**config.mk**
```make
export PLATFORM = sky130hd
export DESIGN_NAME = cfg_bitstream_tx
export DESIGN_NICKNAME = d
export VERILOG_FILES = /design/src/rtl/cfg_tx_pkg.sv /design/src/rtl/cfg_piso.sv /design/src/rtl/cfg_bitstream_tx.sv
export SDC_FILE = /design/constraint.sdc
export NUM_CORES = 1
export LEC_CHECK = 0
export ABC_AREA = 1
export CAP_MARGIN = 30
export CORE_MARGIN = 2
export CORE_UTILIZATION = 52
export CTS_CLUSTER_SIZE = 12
export DETAILED_ROUTE_END_ITERATION = 8
export PLACE_DENSITY = 0.82
export SLEW_MARGIN = 20
export SYNTH_ARGS = -nofsm -noshare
export SYNTH_HDL_FRONTEND = slang
export SYNTH_HIERARCHICAL = 1
export SYNTH_SLANG_ARGS = --single-unit
```
**constraint.sdc**
```tcl
create_clock -name clk -period 2.6 [get_ports clk]
set_clock_uncertainty 0.1 [all_clocks]
set_input_delay 0.65 -clock clk [delete_from_list [all_inputs] [get_ports clk]]
set_output_delay 0.65 -clock clk [all_outputs]
set_load 0.01 [all_outputs]
```
**src/rtl/cfg_tx_pkg.sv**
```systemverilog
// cfg_tx_pkg: shared FSM state type and a clog2 sizing helper with a 1-bit minimum for cfg_bitstream_tx
package cfg_tx_pkg;
  typedef enum logic [2:0] {IDLE, FETCH, LOAD, SHIFT, DONE} state_t;
  function automatic int clog2_min1(input int n);
    return (n < 2) ? 1 : $clog2(n);
  endfunction
endpackage

```
**src/rtl/cfg_piso.sv**
```systemverilog
// cfg_piso: parallel-load, shift-enable, LSB-out shift register (clk, rst_n, load, shift, din in; dout = shreg[0])
module cfg_piso #(
  parameter int WORD_WIDTH = 8
) (
  input  logic                  clk,
  input  logic                  rst_n,
  input  logic                  load,
  input  logic                  shift,
  input  logic [WORD_WIDTH-1:0] din,
  output logic                  dout
);
  logic [WORD_WIDTH-1:0] shreg;
  always_ff @(posedge clk or negedge rst_n)
    if (!rst_n) shreg <= '0;
    else if (load) shreg <= din;
    else if (shift) shreg <= shreg >> 1;
  assign dout = shreg[0];
endmodule

```
**src/rtl/cfg_bitstream_tx.sv**
```systemverilog
// cfg_bitstream_tx: serialises a sync-read word image LSB-first, word 0 first, onto a 1-bit AXI stream
//   ports: start/busy/done frame control; mem_rd_en/mem_rd_addr/mem_rd_data image memory (data one cycle after rd_en);
//          tvalid/tready/tdata/tlast bitstream master toward the configuration slave
module cfg_bitstream_tx
  import cfg_tx_pkg::*;
#(
  parameter int WORD_WIDTH = 8,
  parameter int NUM_WORDS  = 16,
  parameter int ADDR_WIDTH = clog2_min1(NUM_WORDS)
) (
  input  logic                  clk,
  input  logic                  rst_n,
  input  logic                  start,
  output logic                  busy,
  output logic                  done,
  output logic                  mem_rd_en,
  output logic [ADDR_WIDTH-1:0] mem_rd_addr,
  input  logic [WORD_WIDTH-1:0] mem_rd_data,
  output logic                  tvalid,
  input  logic                  tready,
  output logic                  tdata,
  output logic                  tlast
);
  localparam int BW = clog2_min1(WORD_WIDTH);
  localparam logic [ADDR_WIDTH-1:0] LAST_WORD = ADDR_WIDTH'(NUM_WORDS - 1);
  localparam logic [BW-1:0] LAST_BIT = BW'(WORD_WIDTH - 1);
  state_t state, state_nx;
  logic [ADDR_WIDTH-1:0] word_idx;
  logic [BW-1:0] bit_cnt;
  logic hs, last_bit, last_word, sh_out;
  assign hs        = tvalid & tready;
  assign last_bit  = bit_cnt == LAST_BIT;
  assign last_word = word_idx == LAST_WORD;
  always_ff @(posedge clk or negedge rst_n)
    if (!rst_n) state <= IDLE;
    else state <= state_nx;
  always_comb begin
    state_nx = state;
    case (state)
      IDLE:    state_nx = start ? FETCH : IDLE;
      FETCH:   state_nx = LOAD;
      LOAD:    state_nx = SHIFT;
      SHIFT:   state_nx = !(hs && last_bit) ? SHIFT : last_word ? DONE : FETCH;
      DONE:    state_nx = IDLE;
      default: state_nx = IDLE;
    endcase
  end
  always_comb begin
    busy        = state inside {FETCH, LOAD, SHIFT};
    done        = state == DONE;
    mem_rd_en   = state == FETCH;
    mem_rd_addr = word_idx;
    tvalid      = state == SHIFT;
    tdata       = (state == SHIFT) & sh_out;
    tlast       = (state == SHIFT) & last_word & last_bit;
  end
  always_ff @(posedge clk or negedge rst_n)
    if (!rst_n) begin
      word_idx <= '0;
      bit_cnt  <= '0;
    end else begin
      if (state == IDLE && start) word_idx <= '0;
      else if (hs && last_bit && !last_word) word_idx <= word_idx + ADDR_WIDTH'(1);
      if (state == LOAD) bit_cnt <= '0;
      else if (hs && !last_bit) bit_cnt <= bit_cnt + BW'(1);
    end
  cfg_piso #(.WORD_WIDTH(WORD_WIDTH)) u_piso (
    .clk   (clk),
    .rst_n (rst_n),
    .load  (state == LOAD),
    .shift (hs),
    .din   (mem_rd_data),
    .dout  (sh_out)
  );
endmodule

```
Word level (Yosys, flattened, before mapping)
Cells that the tools add are included.
{"block": "classes", "n_reduce_logical": 11, "mux": 10, "addsub": 2, "n_bitwise": 4, "n_eq_ne": 6}
{"operator": "2-to-1 mux 8 bit", "n": 2}
{"operator": "2-to-1 mux 3 bit", "n": 4}
{"operator": "case mux 3 bit (4 select lines)", "n": 1}
{"operator": "2-to-1 mux 4 bit", "n": 2}
{"operator": "equality test 3 x 2 -> 1 bit (second input constant)", "n": 2}
{"operator": "equality test 3 bit (second input constant)", "n": 2}
{"operator": "nonzero test 2 bit", "n": 3}
{"operator": "adder 4 x 1 -> 4 bit (second input constant)", "n": 1}
{"operator": "bitwise AND 1 bit", "n": 4}
{"operator": "equality test 4 bit (second input constant)", "n": 1}
{"operator": "logical AND 1 bit", "n": 4}
{"operator": "adder 3 x 1 -> 3 bit (second input constant)", "n": 1}
{"operator": "equality test 3 x 1 -> 1 bit (second input constant)", "n": 1}
{"operator": "logical NOT 3 bit", "n": 1}
{"operator": "nonzero test 3 bit", "n": 1}
{"operator": "logical NOT 1 bit", "n": 2}
{"operator": "2-to-1 mux 1 bit", "n": 1}
{"block": "totals", "wordCells": 37, "register_bits": 18}

Longest topological paths before layout
Gate-level depths: netlist of the first run.
{"block": "depth", "ltp_word": 6, "mapped_depth": 8}

By module
Netlist of the first run, hierarchy kept.
{"module": "cfg_bitstream_tx", "instances": 1, "seq_area_each_um2": 250.2, "area_per_inst_um2": 596.8, "cells_each": 75}
{"module": "cfg_piso", "instances": 1, "seq_area_each_um2": 200.2, "area_per_inst_um2": 376.6, "cells_each": 43}

Worst setup path after synthesis of the first run
OpenSTA, ideal clock, no wires.
{"block": "synth_timing", "path_kind": "reg2out", "startpoint": "register word_idx[0], in the netlist mem_rd_addr[0]", "endpoint": "output port tlast", "path_slack_ns": 0.710, "path_buffers": 0, "required_ns": 1.850, "arrival_ns": 1.140, "path_stages_with_launch": 4, "path_cell_list": "dfrtp_1 > ha_1 > nand3_1 > nor3_1"}
{"block": "synth_between", "elab_chain_cells": 3}
{"element": "from (decl)", "line_no": "cfg_bitstream_tx.sv:28", "text": "logic [ADDR_WIDTH-1:0] word_idx;"}
{"element": "from (signal assigned)", "line_no": "cfg_bitstream_tx.sv:63", "text": "else if (hs && last_bit && !last_word) word_idx <= word_idx + ADDR_WIDTH'(1);"}
{"element": "equality test 4 bit", "line_no": "cfg_bitstream_tx.sv:33", "text": "assign last_word = word_idx == LAST_WORD;"}
{"element": "bitwise AND 1 bit (2 in a row)", "line_no": "cfg_bitstream_tx.sv:55", "text": "tlast = (state == SHIFT) & last_word & last_bit;"}
{"element": "to (decl)", "line_no": "cfg_bitstream_tx.sv:22", "text": "output logic tlast"}
No other way between the ends.

Worst setup path after layout of the first run
{"block": "layout_timing", "startpoint": "register state[0]", "endpoint": "output port done"}
{"block": "layout_between", "elab_chain_cells": 1}
{"element": "from (decl)", "line_no": "cfg_bitstream_tx.sv:27", "text": "state_t state, state_nx;"}
{"element": "from (signal assigned)", "line_no": "cfg_bitstream_tx.sv:36", "text": "else state <= state_nx;"}
{"element": "equality test 3 bit", "line_no": "cfg_bitstream_tx.sv:50", "text": "done = state == DONE;"}
{"element": "to (decl)", "line_no": "cfg_bitstream_tx.sv:15", "text": "output logic done,"}
No other way between the ends.

==> metrics.md, run 1 <==
| Metric | Value |
|---|---|
| CP required | between 1500 and 2000 ps |
| Remaining DRCs | 0 |
| Final Hold Viols | 0 |
| Avg Vias per Cell | 5.01 |
| Worst-path fanout max | 5 |
| Worst min path class | flop to flop |
| Sequential-to-total area share from yosys stat | 0.463 |
| Site row count | 15 |
| Hold Worst Slack | 391 ps |
| Drt total wl | 1.94 mm |
| CP Capture Type | output port |
| Final RePlAce weighted congestion | between 0.8 and 0.9 |
| Seq pwr share | 0.476 |
| Syn. warnings | 6 |
| Switching power | about 300 uW |
| Num CTS Buffers | 3 |
| Latest clock arrival within the worst-skew pair | approximately 280 ps |
| Initial drt markers | 30 |
| Final setup fails | 0 |
| Crit path kind | flop to output port |
| Net Count, Synth | ~130 |
| Flip-flop and latch area | about 450 um2 |
| Die area | approximately 2200 um2 |
| Avg Inst Size Synth | 8.25 um2 |
| Minimum clock period | between 2000 and 2500 ps |
| Buffers on Ports | 21 |
| Tightest Pin Transition | 421 ps |
| Area share of the largest cell type after synthesis | 0.463 |
| Final ANT Viol Nets | 0 |
| Filler cells | around 140 |
| Highest clock rate | slightly above 400 MHz |
| Combinational Power Share | 0.334 |
| Worst-path clk slew | around 100 ps |
| Slew HR | 0.719 |
| PD cells | between 700 and 800 nW/um2 |
| Synth cell types | 18 |
| Pin count of the biggest net entering global routing | 19 |
| Wirelength per Cell | 11.5 um |
| CTS Sinks | 18 |
| Pre-antenna DRT Iters | 4 |
| Synth Instances | roughly 120 |
| Initial antenna violation count | 0 |
| Gr ovfl total | 0 |
| Global-route wire length before repair | 3.06 mm |
| Peak VDD IR | 520 uV |
| Detailed placement HPWL | roughly 1.4 mm |
| Tot GR Track Use | 0.194 |
| Fin util | 0.717 |
| H-tree lvl count | 1 |
| Die Height | around 47 um |
| Switching Share | 0.337 |
| Synth area leader | dfrtp_1 |
| Reg2Reg Setup Slack | about 910 ps |
| CP arrival | about 1700 ps |
| Die Wd | between 40 and 50 um |
| Initial Util | 0.558 |
| P_leak | 0.662 nW |
| CTS tree | yes |
| Area of the multi-input gates | about 460 um2 |
| Mapped Area | a little under 1000 um2 |
| FF-to-FF path depth | 7 |
| Hold Path End | u_piso/shreg[3]$_DFFE_PN0P_ |
| Core area | between 1500 and 2000 um2 |
| Vias | about 840 |
| Synth area leaders | dfrtp_1 (46%), nand2_1 (13%), nand3_1 (13%) |
| Clock Path Buffers | 2 |
| Startpoint Class | flop |
| R2R Path End | u_piso/shreg[0]$_DFFE_PN0P_ |
| Layout area overhead | 28.5% |
| I/O pin count | 22 |
| Fraction of layout cells with a size suffix above 1 | 0.119 |
| Clk network pwr share | 0.190 |
| ANT cells | 0 |
| Design Power | around 900 uW |
| Reg2Reg Launch Point | state[1]$_DFF_PN0_ |
| Post-synthesis register bit count | 18 |
| Pins Over Slew Limit | 0 |
| Worst Hold Depth | 2 |
| Nets@finish | 159 |
| Pint | ~600 uW |
| Status | finished, final reports clean |
| Vias in the first global route | 709 |
| Tcrit/Tclk final | 0.944 |
| Max_cap viols | 0 |
| CTS root buffer | clkbuf_4 |
| RSZ-0062 raised after global routing | false |
| Setup TNS | 0 ps |
| Hold_sp | u_piso/shreg[3]$_DFFE_PN0P_ |
cell families (layout without fill, tap and decap cells):
family,after synthesis,count (layout),synth area share
xor+xnor,1,1,0.00900
fa+ha+maj,3,3,0.0386
buf+inv,16,41,0.0733
flops,18,18,0.463
simple gates,80,80,0.416
state kept, by name, summed over array words and instances (netlist names):
register and count:
u_piso/shreg 8, mem_rd_addr 4, bit_cnt 3, state 3
power by group through the flow:
stage,Clock (mW),Sequential (mW),Combinational (mW)
after floorplan,0,0.427,0.191
after global routing,0.184,0.441,0.346
final,0.171,0.429,0.301
after global placement,0,0.427,0.288
after detailed placement,0,0.435,0.301
after CTS,0.174,0.429,0.304
cells in the mapped netlist (all sizes together):
library cell   n
nand3         26
inv           14
buf            2
nor2          10
nand2         35
xor2           1
nor3           3
nand3b         2
ha             3
dfrtp         18
nand4          4
per-layer routing:
layer | part of all wire | vias to the layer above | global-route usage
met4 | 0.0072 | 0 | 0.0333
met2 | 0.47 | 28 | 0.297
met3 | 0.059 | 2 | 0.0462
met5 | 0 | - | 0
li1 | - | 432 | -
met1 | 0.46 | 379 | 0.281
cells in the final DEF (no fill, tap or decap), types with 3 or more instances in the layout:
master           synthesis  layout
nand2_1                 35      35
nand3_1                 25      25
clkdlybuf4s50_1          0      20
dfrtp_1                 18      18
inv_1                   12      12
nor2_1                   6       5
nor3_1                   3       3
clkbuf_4                 0       3
final cells by class:
| type | instances | area share |
|---|---|---|
| Inverter | 14 | 0.0420 |
| Clock buffer | 4 | 0.0290 |
| Multi-Input combinational cell | 84 | 0.365 |
| Tap cell | 25 | 0.0250 |
| Sequential cell | 18 | 0.360 |
| Timing Repair Buffer | 23 | 0.179 |
worst max path at each step:
stage	from	endpoint	slack, ps	depth (start not counted)
floorplan	mem_rd_addr[0]$_DFFE_PN0P_	tlast	710	3
global placement	bit_cnt[0]$_DFFE_PN0P_	tlast	260	5
detailed placement	bit_cnt[0]$_DFFE_PN0P_	tlast	210	5
CTS	state[0]$_DFF_PN0_	done	80	4
global route	state[0]$_DFF_PN0_	done	50	4
finish	state[0]$_DFF_PN0_	done	150	4
critical path, stage by stage (launching register included):
cell	delay, ps
dfrtp_1	450
nor2_2	210
inv_1	60
nor2_1	120
clkdlybuf4s50_1	580
per-stage QoR:
| stage | setup WS [ps] | area (um2) | cells |
|---|---|---|---|
| final | 146 | 1250 | 168 |
| after global routing | 51.5 | 1250 | 168 |
| after CTS | 79.4 | 1250 | 168 |
| after detailed placement | 208 | 1210 | 164 |
| after global placement | 259 | 1210 | 164 |
| after floorplan | 710 | 973 | 118 |
what timing repair did:
| action | 4_1_cts | 5_1_grt |
|---|---|---|
| gates resized for setup | 2 | 1 |
| setup buffers | 0 | 0 |
| endpoints found under the setup margin | 1 | 1 |
| hold buffers | 0 | 0 |
(Power assumes the default switching activity.)
==> run 2, diff against run 1 <==
Settings changed: CORE_MARGIN 2 to unset.
==> metrics.md, run 2 (synthesis results as in run 1) <==
| Metric | Value |
|---|---|
| Latest clock arrival within the worst-skew pair | 300 ps (was 280 ps) |
| R2R Path End | u_piso/shreg[6]$_DFFE_PN0P_ (was u_piso/shreg[0]$_DFFE_PN0P_) |
| # Post-CTS Setup Buffers | 0 (unchanged) |
| Final instance area | 1250 um2 (about the same) |
| Non-Filler Instances | 168 (unchanged) |
| Source of the critical timing path | state[1]$_DFF_PN0_ (was state[0]$_DFF_PN0_) |
| Number of cells on the critical path | 4 (unchanged) |
| Highest clock rate | 402 MHz (was 407 MHz) |
| I/O pin count | 22 (unchanged) |
| CP dominant cell by count | nor2_1 |
| Vias in the first global route | 725 (was 709) |
| Initial Util | 0.558 (unchanged) |
| FF-to-FF path depth | 7 (unchanged) |
| Buffers on Ports | 21 (unchanged) |
| Initial drt markers | 14 (was 30) |
| Crit path kind | flop to output port (unchanged) |
| Wirelength per Cell | 11.8 um (was 11.5 um) |
| Avg Vias per Cell | 5.07 (was 5.01) |
| Num CTS Buffers | 3 (unchanged) |
| PnR worst setup slack | 109 ps (was 146 ps) |
| CTS root buffer | clkbuf_4 (unchanged) |
| Slew HR | 0.712 (was 0.719) |
| Reg2Reg Setup Slack | 920 ps (was 910 ps) |
| Commonest non-fill, non-tap cell in the layout | nand2_1 (unchanged) |
| Nets@finish | 159 (unchanged) |
| Max reg flops | 8 (unchanged) |
| H-tree lvl count | 1 (unchanged) |
| Final Hold Viols | 0 (unchanged) |
| Worst path top cell family by delay | buffers and inverters (unchanged) |
| Hold buffers post-CTS | 0 (unchanged) |
| Peak VDD IR | 427 uV (was 520 uV) |
| Remaining DRCs | 0 (unchanged) |
| Global-route wire length before repair | 3.05 mm (was 3.06 mm) |
| Layout area overhead | 28.3% (was 28.5%) |
| Pins Over Slew Limit | 0 (unchanged) |
| Clock Path Buffers | 2 (unchanged) |
| Tightest Pin Transition | 432 ps (was 421 ps) |
| Final RePlAce weighted congestion | 0.861 (was 0.888) |
| Reg with most FFs | u_piso/shreg (unchanged) |
| Fraction of layout cells with a size suffix above 1 | 0.112 (was 0.119) |
| Reg2Reg Launch Point | state[1]$_DFF_PN0_ (unchanged) |
| Vias | 851 (was 841) |
| ANT cells | 0 (unchanged) |
| Placed cell count | 164 (unchanged) |
| Crit path to | done (unchanged) |
| CTS Sinks | 18 (unchanged) |
| Max stage delay on crit path | 570 ps (was 580 ps) |
| Worst min path class | flop to flop (unchanged) |
| Initial antenna violation count | 0 (unchanged) |
| Final setup fails | 0 (unchanged) |
| Detailed placement HPWL | 1.51 mm (was 1.43 mm) |
| Filler cells | 141 (was 137) |
| Pre-CTS WS | 212 ps (was 208 ps) |
| Startpoint Class | flop (unchanged) |
| Area of the multi-input gates | 454 um2 (was 457 um2) |
| Worst-path fanout max | 6 (was 5) |
| CP required | 1850 ps (about the same) |
| Area after DPL | 1210 um2 (unchanged) |
| Max_cap viols | 0 (unchanged) |
| Pin count of the biggest net entering global routing | 19 (unchanged) |
| Fin util | 0.715 (was 0.717) |
| Die Wd | 45.3 um (was 47.3 um) |
| Die area | 2050 um2 (was 2230 um2) |
| Status | finished, final reports clean (unchanged) |
| Crit-path slowest cell | clkdlybuf4s50_1 (unchanged) |
| Tot GR Track Use | 0.214 (was 0.194) |
| Commonest non-fill, non-tap cells in the layout | nand2_1 (35), nand3_1 (25), clkdlybuf4s50_1 (20) (unchanged) |
| Minimum clock period | 2490 ps (was 2450 ps) |
| Pre-antenna DRT Iters | 4 (unchanged) |
| CTS tree | yes (unchanged) |
| Site row count | 15 (unchanged) |
| Setup TNS | 0 ps (unchanged) |
| Worst-path clk slew | 110 ps (was 100 ps) |
| Final ANT Viol Nets | 0 (unchanged) |
| Core area | 1750 um2 (unchanged) |
| Flip-flop and latch area | 450 um2 (unchanged) |
| Drt total wl | 1.98 mm (was 1.94 mm) |
| Gr ovfl total | 0 (unchanged) |
| Crit-path cells | nor2_1 > inv_1 > nor2_1 > clkdlybuf4s50_1 (was nor2_2 > inv_1 > nor2_1 > clkdlybuf4s50_1) |
| Post-cts resize count | 2 (unchanged) |
| P_leak | 0.662 nW (about the same) |
| PD cells | 726 nW/um2 (was 720 nW/um2) |
| RSZ-0062 raised after global routing | false (unchanged) |
| CP arrival | 1740 ps (was 1700 ps) |
| Buf/Inv on CP | 2 (unchanged) |
| CP Capture Type | output port (unchanged) |
| Die Height | 45.3 um (was 47.3 um) |
| Tcrit/Tclk final | 0.958 (was 0.944) |
-- run 2: changes by cell type in the layout (fill, tap and decap cells not counted) --
cell | previous run | this run
nor2_1 | 5 | 6
nor2_2 | 2 | 1
-- run 2: report_power, final --
| group | internal, mW | switching [mW] | total (mW) | leakage, nW |
|---|---|---|---|---|
| Sequential | 0.363 | 0.0691 | 0.432 | 0.232 |
| Combinational | 0.149 | 0.150 | 0.299 | 0.409 |
| Clock | 0.0854 | 0.0893 | 0.175 | 0.0210 |
| Total | 0.597 | 0.309 | 0.906 | 0.662 |
-- run 2: worst min-delay path, delay by kind of cell (launching register included) --
family | cells | cell delay, ps
and+or+nand+nor | 2 | 120
DFF | 1 | 360
-- run 2: area by class of cell --
cell class,instances,area share
clock buffers,4,0.0291
well taps,25,0.0251
multi-input cells,84,0.364
inverters,14,0.0421
repair buffers,23,0.179
flip-flops and latches,18,0.361
-- run 2: per-layer routing --
layer / wire length [um] / global-route usage / vias up / part of all wire
li1: - / - / 434 / -
met1: 907 / 0.281 / 399 / 0.46
met2: 984 / 0.328 / 14 / 0.50
met3: 59 / 0.0520 / 4 / 0.030
met4: 27 / 0.109 / 0 / 0.014
met5: 0 / 0 / - / 0
-- run 2: how the worst min path moves through the flow --
stage / slack, ps / end / startpoint / cells past startpoint
6_report: 400 / u_piso/shreg[0]$_DFFE_PN0P_ / u_piso/shreg[0]$_DFFE_PN0P_ / 2
4_1_cts: 410 / u_piso/shreg[0]$_DFFE_PN0P_ / u_piso/shreg[0]$_DFFE_PN0P_ / 2
5_1_grt: 420 / u_piso/shreg[3]$_DFFE_PN0P_ / u_piso/shreg[3]$_DFFE_PN0P_ / 2
3_5_place_dp: 380 / u_piso/shreg[7]$_DFFE_PN0P_ / u_piso/shreg[7]$_DFFE_PN0P_ / 2
3_3_place_gp: 360 / u_piso/shreg[7]$_DFFE_PN0P_ / u_piso/shreg[7]$_DFFE_PN0P_ / 2
2_1_floorplan: 250 / bit_cnt[0]$_DFFE_PN0P_ / rst_n / 0
-- run 2: per-stage QoR --
stage | hold slack, ps | total power, mW
floorplan | 254 | 0.619
global placement | 362 | 0.716
detailed placement | 382 | 0.736
CTS | 406 | 0.912
global route | 419 | 0.970
finish | 403 | 0.906
